$ cat src/rtl/au_arb.sv
// au_arb: two-requester round-robin arbiter and sequencer for the 3-bit au.
// Accepts one command at a time, drives registered operands to the
// combinational au, captures its result one cycle later and returns it to
// the winning requester through a valid/ready response handshake.
//
// Ports:
//   clk, rst_n                       clock, async active-low reset
//   reqN_valid/ready/a/b/op          command handshake per requester (ready is combinational)
//   rspN_valid/ready                 response handshake per requester
//   rsp_y, rsp_ov/gt/lt/eq           captured au result (shared by both requesters)
//   au_a, au_b, au_op                registered operands to au
//   au_y, au_ov/gt/lt/eq             result from au
//   busy                             high whenever not idle
//   last_gnt                         index of most recent grant
module au_arb #(
    parameter int unsigned W   = 3,
    parameter int unsigned OPW = 2
) (
    input  logic           clk,
    input  logic           rst_n,
    input  logic           req0_valid,
    output logic           req0_ready,
    input  logic [W-1:0]   req0_a,
    input  logic [W-1:0]   req0_b,
    input  logic [OPW-1:0] req0_op,
    input  logic           req1_valid,
    output logic           req1_ready,
    input  logic [W-1:0]   req1_a,
    input  logic [W-1:0]   req1_b,
    input  logic [OPW-1:0] req1_op,
    output logic           rsp0_valid,
    input  logic           rsp0_ready,
    output logic           rsp1_valid,
    input  logic           rsp1_ready,
    output logic [W-1:0]   rsp_y,
    output logic           rsp_ov,
    output logic           rsp_gt,
    output logic           rsp_lt,
    output logic           rsp_eq,
    output logic [W-1:0]   au_a,
    output logic [W-1:0]   au_b,
    output logic [OPW-1:0] au_op,
    input  logic [W-1:0]   au_y,
    input  logic           au_ov,
    input  logic           au_gt,
    input  logic           au_lt,
    input  logic           au_eq,
    output logic           busy,
    output logic           last_gnt
);

    typedef enum logic [1:0] {
        IDLE = 2'd0,
        EXEC = 2'd1,
        RESP = 2'd2
    } state_t;

    state_t         r_state;
    state_t         w_state_nxt;
    logic           r_busy;
    logic           r_prio;
    logic           r_sel;
    logic           r_last_gnt;
    logic [W-1:0]   r_au_a;
    logic [W-1:0]   r_au_b;
    logic [OPW-1:0] r_au_op;
    logic [W-1:0]   r_rsp_y;
    logic           r_rsp_ov;
    logic           r_rsp_gt;
    logic           r_rsp_lt;
    logic           r_rsp_eq;
    logic           r_rsp0_valid;
    logic           r_rsp1_valid;

    logic           w_gnt0;
    logic           w_gnt1;
    logic           w_load;
    logic           w_capture;
    logic           w_done;

    // Next-state and per-state strobes; grants exist only in IDLE.
    always_comb begin
        w_state_nxt = r_state;
        w_gnt0      = 1'b0;
        w_gnt1      = 1'b0;
        w_load      = 1'b0;
        w_capture   = 1'b0;
        w_done      = 1'b0;
        case (r_state)
            IDLE: begin
                // prio breaks ties only; a lone requester always wins
                w_gnt0 = req0_valid & (~r_prio | ~req1_valid);
                w_gnt1 = req1_valid & ( r_prio | ~req0_valid);
                w_load = w_gnt0 | w_gnt1;
                if (w_load) begin
                    w_state_nxt = EXEC;
                end
            end
            EXEC: begin
                w_capture   = 1'b1;
                w_state_nxt = RESP;
            end
            RESP: begin
                // only the selected requester's ready can retire the response
                w_done = r_sel ? rsp1_ready : rsp0_ready;
                if (w_done) begin
                    w_state_nxt = IDLE;
                end
            end
            default: begin
                w_state_nxt = IDLE;
            end
        endcase
    end

    // State register; busy registered from the next state so it tracks r_state.
    always_ff @(posedge clk or negedge rst_n) begin
        if (!rst_n) begin
            r_state <= IDLE;
            r_busy  <= 1'b0;
        end else begin
            r_state <= w_state_nxt;
            r_busy  <= (w_state_nxt != IDLE);
        end
    end

    // Operand latch on grant, result capture after EXEC, response retire.
    always_ff @(posedge clk or negedge rst_n) begin
        if (!rst_n) begin
            r_prio       <= 1'b0;
            r_sel        <= 1'b0;
            r_last_gnt   <= 1'b0;
            r_au_a       <= '0;
            r_au_b       <= '0;
            r_au_op      <= '0;
            r_rsp_y      <= '0;
            r_rsp_ov     <= 1'b0;
            r_rsp_gt     <= 1'b0;
            r_rsp_lt     <= 1'b0;
            r_rsp_eq     <= 1'b0;
            r_rsp0_valid <= 1'b0;
            r_rsp1_valid <= 1'b0;
        end else begin
            if (w_load) begin
                r_au_a     <= w_gnt1 ? req1_a  : req0_a;
                r_au_b     <= w_gnt1 ? req1_b  : req0_b;
                r_au_op    <= w_gnt1 ? req1_op : req0_op;
                r_sel      <= w_gnt1;
                r_last_gnt <= w_gnt1;
                r_prio     <= ~w_gnt1;
            end
            if (w_capture) begin
                r_rsp_y      <= au_y;
                r_rsp_ov     <= au_ov;
                r_rsp_gt     <= au_gt;
                r_rsp_lt     <= au_lt;
                r_rsp_eq     <= au_eq;
                r_rsp0_valid <= ~r_sel;
                r_rsp1_valid <=  r_sel;
            end
            if (w_done) begin
                r_rsp0_valid <= 1'b0;
                r_rsp1_valid <= 1'b0;
            end
        end
    end

    assign req0_ready = w_gnt0;
    assign req1_ready = w_gnt1;
    assign rsp0_valid = r_rsp0_valid;
    assign rsp1_valid = r_rsp1_valid;
    assign rsp_y      = r_rsp_y;
    assign rsp_ov     = r_rsp_ov;
    assign rsp_gt     = r_rsp_gt;
    assign rsp_lt     = r_rsp_lt;
    assign rsp_eq     = r_rsp_eq;
    assign au_a       = r_au_a;
    assign au_b       = r_au_b;
    assign au_op      = r_au_op;
    assign busy       = r_busy;
    assign last_gnt   = r_last_gnt;

endmodule

$ cat config.mk
export PLATFORM = sky130hd
export DESIGN_NAME = au_arb
export DESIGN_NICKNAME = d
export VERILOG_FILES = /design/src/rtl/au_arb.sv
export SDC_FILE = /design/constraint.sdc
export NUM_CORES = 1
export LEC_CHECK = 0
export ABC_AREA = 1
export CAP_MARGIN = 30
export CORE_AREA = 2 2 61 63
export DETAILED_ROUTE_END_ITERATION = 16
export DIE_AREA = 0 0 63 65
export GPL_TIMING_DRIVEN = 0
export PLACE_DENSITY = 0.68
export RECOVER_POWER = 25
export SETUP_SLACK_MARGIN = 0.05
export SYNTH_ARGS = -nofsm -noshare
export SYNTH_HDL_FRONTEND = slang
export SYNTH_SLANG_ARGS = --single-unit
export TNS_END_PERCENT = 20
$ cat constraint.sdc
create_clock -name clk -period 3.5 [get_ports clk]
set_input_delay 0.7 -clock clk [delete_from_list [all_inputs] [get_ports clk]]
set_output_delay 0.7 -clock clk [all_outputs]
set_load 0.005 [all_outputs]
==> flow_summary.json <==
{
  "rsz0062_at_grt": "false",
  "finalSetupTns_ns": 0,
  "max_freq_mhz": 339,
  "fin_crit_ns": 2.95,
  "pin_count": 50,
  "clk_latency_ns": 0.31,
  "final_cell_mix": "clkdlybuf4s50_1 (48), nand2_1 (32), dfrtp_1 (22)",
  "postSynthCellCount": 99,
  "drive_gt1_share_pct": 11.8,
  "synth_edf_count": 0,
  "hold_class": "register to register",
  "power_w": 0.00127,
  "ctsHoldBuffers": 0,
  "final_hold_viol_count": 0,
  "start_util_pct": 28.0,
  "multi_input_area_um2": 372,
  "yosys_warnings": 0,
  "drtIter0Drc": 38,
  "numPortBuffers": 49,
  "path_cells": "clkdlybuf4s50_1, nand2_1, nand3_4, inv_1, clkdlybuf4s50_1",
  "postRouteAntennaNets": 0,
  "n_fill_cell": 348,
  "grt_pass1_vias": 955,
  "drv_slew": 0,
  "hold_slack_ns": 0.497,
  "required_ns": 2.80,
  "drc": 0,
  "max_stage_delay_ns": 0.55,
  "vias": 873,
  "setup_viol": 0,
  "relSlewSlack_pct": 29.4,
  "cp-end-kind": "primary output",
  "crit_family": "buffers and inverters",
  "clock_skew_ns": 0.00824,
  "die_w_um": 63,
  "clockRootBuffer": "clkbuf_4",
  "grt_pass1_wl_um": 4150,
  "status": "finished, final reports clean",
  "syn_nets": 128,
  "drt_wl_total_um": 2360,
  "min-delay-start": "au_a[2]$_DFFE_PN0P_",
  "worstReg2RegStart": "r_state[1]$_DFF_PN0_",
  "core-area_mm2": 0.00350,
  "grt_usage_pct": 12.8,
  "p_leak_nw": 0.736,
  "startpoint": "req0_valid",
  "mostFrequentLayoutCell": "clkdlybuf4s50_1",
  "tritoncts": "yes",
  "start_kind": "input pin",
  "dieArea_mm2": 0.00410,
  "cts_max_level": 1,
  "critPathBufInv": 3,
  "grt_max_degree": 23,
  "avgSynthCellArea_um2": 9.88,
  "postCtsSetupBuffers": 0,
  "path_class": "input pin to primary output",
  "cp_max_fo": 6,
  "grt_overflow": 0,
  "power_density_mw_per_mm2": 802,
  "synth-seq-area-share_pct": 56.3,
  "maxCapViolCount": 0,
  "clock-sinks": 22,
  "cts-resized-gates": 0,
  "slowest_stage": "clkdlybuf4s50_1",
  "critical_path_arrival_ns": 2.25,
  "clockBufferDepth": 2,
  "regArea_um2": 551,
  "place_congestion": 0.808,
  "numCtsBuffers": 3,
  "cts.reportedPaths.clkPinSlew_ns": 0.11,
  "fin_crit_sh_pct": 84.4,
  "antennaDiodeCount": 0,
  "synthArstFlopShare_pct": 100,
  "synthToLayoutAreaGrowth_pct": 62.0,
  "synthDistinctLibCells": 17,
  "drt-wirelength-per-cell_um": 11.7,
  "synth_seq_cells": 22,
  "worst_pin_slew_ns": 1.06,
  "max-vdd-ir-drop_mv": 0.294,
  "rows": 22,
  "vias_per_cell": 4.34,
  "drtPass1Iterations": 4,
  "synth_area_um2": 978,
  "antenna_found_initial": 0,
  "synth_top_flop_cell": "dfrtp_1",
  "dp_hpwl_um": 1840,
  "die_y_um": 65,
  "final_nets": 183,
  "crit_top_cell": "clkdlybuf4s50_1"
}
==> Yosys cell counts, types with 2 or more instances <==
cell type	number	area [µm²]
o21ai_1	2	10.0
dfrtp_1	22	551
mux2_4	4	60.1
nor2_1	2	7.51
inv_1	10	37.5
nand4_1	3	18.8
inv_2	2	7.51
nand3_1	12	60.1
mux2_2	3	33.8
nand2_1	32	120
==> metrics by stage <==
stage                     area (µm²)  utilization [%]  std cells  worst slack, ns
after floorplan                  978                -         99             1.74
after global placement          1530             43.7        196            0.583
after detailed placement        1530             43.7        196            0.541
after CTS                       1580             45.2        200            0.525
after global routing            1590             45.3        201            0.437
final                           1590             45.3        201            0.548
==> flip-flops by register name, summed over array words and instances, names as in the netlist <==
register	count
au_a	3
au_b	3
au_op	2
busy	1
last_gnt	1
r_prio	1
r_state	2
rsp0_valid	1
rsp1_valid	1
rsp_eq	1
rsp_gt	1
rsp_lt	1
rsp_ov	1
rsp_y	3
==> kinds of logic (layout without fill, tap and decap cells) <==
logic type | Yosys count | in the layout | share of synthesized area (%)
AO/OA/AOI/OAI | 5 | 5 | 3.71
buffers and inverters | 13 | 67 | 5.76
flip-flops | 22 | 22 | 56.3
multiplexers | 7 | 7 | 9.59
AND/OR/NAND/NOR | 52 | 52 | 24.7
==> routing by layer <==
layer  track usage [%]  wire [µm]  vias up
met5                 0          0        -
met3              3.13        165        4
met1              14.5        978      408
met2              23.7       1190       37
met4              3.89         23        0
li1                  -          -      424
==> worst reg2reg max path, delay by kind of cell, from the launching register on <==
| kind | cells | cell delay [ns] |
|---|---|---|
| and+or+nand+nor | 4 | 0.51 |
| buffers and inverters | 1 | 0.20 |
| DFF | 1 | 0.43 |
==> worst paths after layout <==
kind / to / slack (ns) / cells after the start
max: req1_ready / 0.55 / 5
min: au_a[2]$_DFFE_PN0P_ / 0.50 / 2
max reg2reg: au_a[1]$_DFFE_PN0P_ / 2.30 / 5
min reg2reg: au_a[2]$_DFFE_PN0P_ / 0.50 / 2
max in group asynchronous: au_a[2]$_DFFE_PN0P_ / 1.69 / 2
min in group asynchronous: rsp_gt$_DFFE_PN0N_ / 0.63 / 1
==> power breakdown <==
part           internal [W]  total, W  switching, W
Sequential         0.000381  0.000451     0.0000702
Clock              0.000116  0.000193     0.0000768
Combinational      0.000372  0.000628      0.000255
==> cell type report <==
class / count / area share, %
flip-flops and latches: 22 / 34.7
repair buffers: 50 / 31.2
multi-input cells: 64 / 23.4
well taps: 48 / 3.79
inverters: 12 / 2.84
clock inverters: 1 / 1.89
clock buffers: 3 / 1.42
plain buffers: 1 / 0.710
Power figures use the tool's default switching activity.
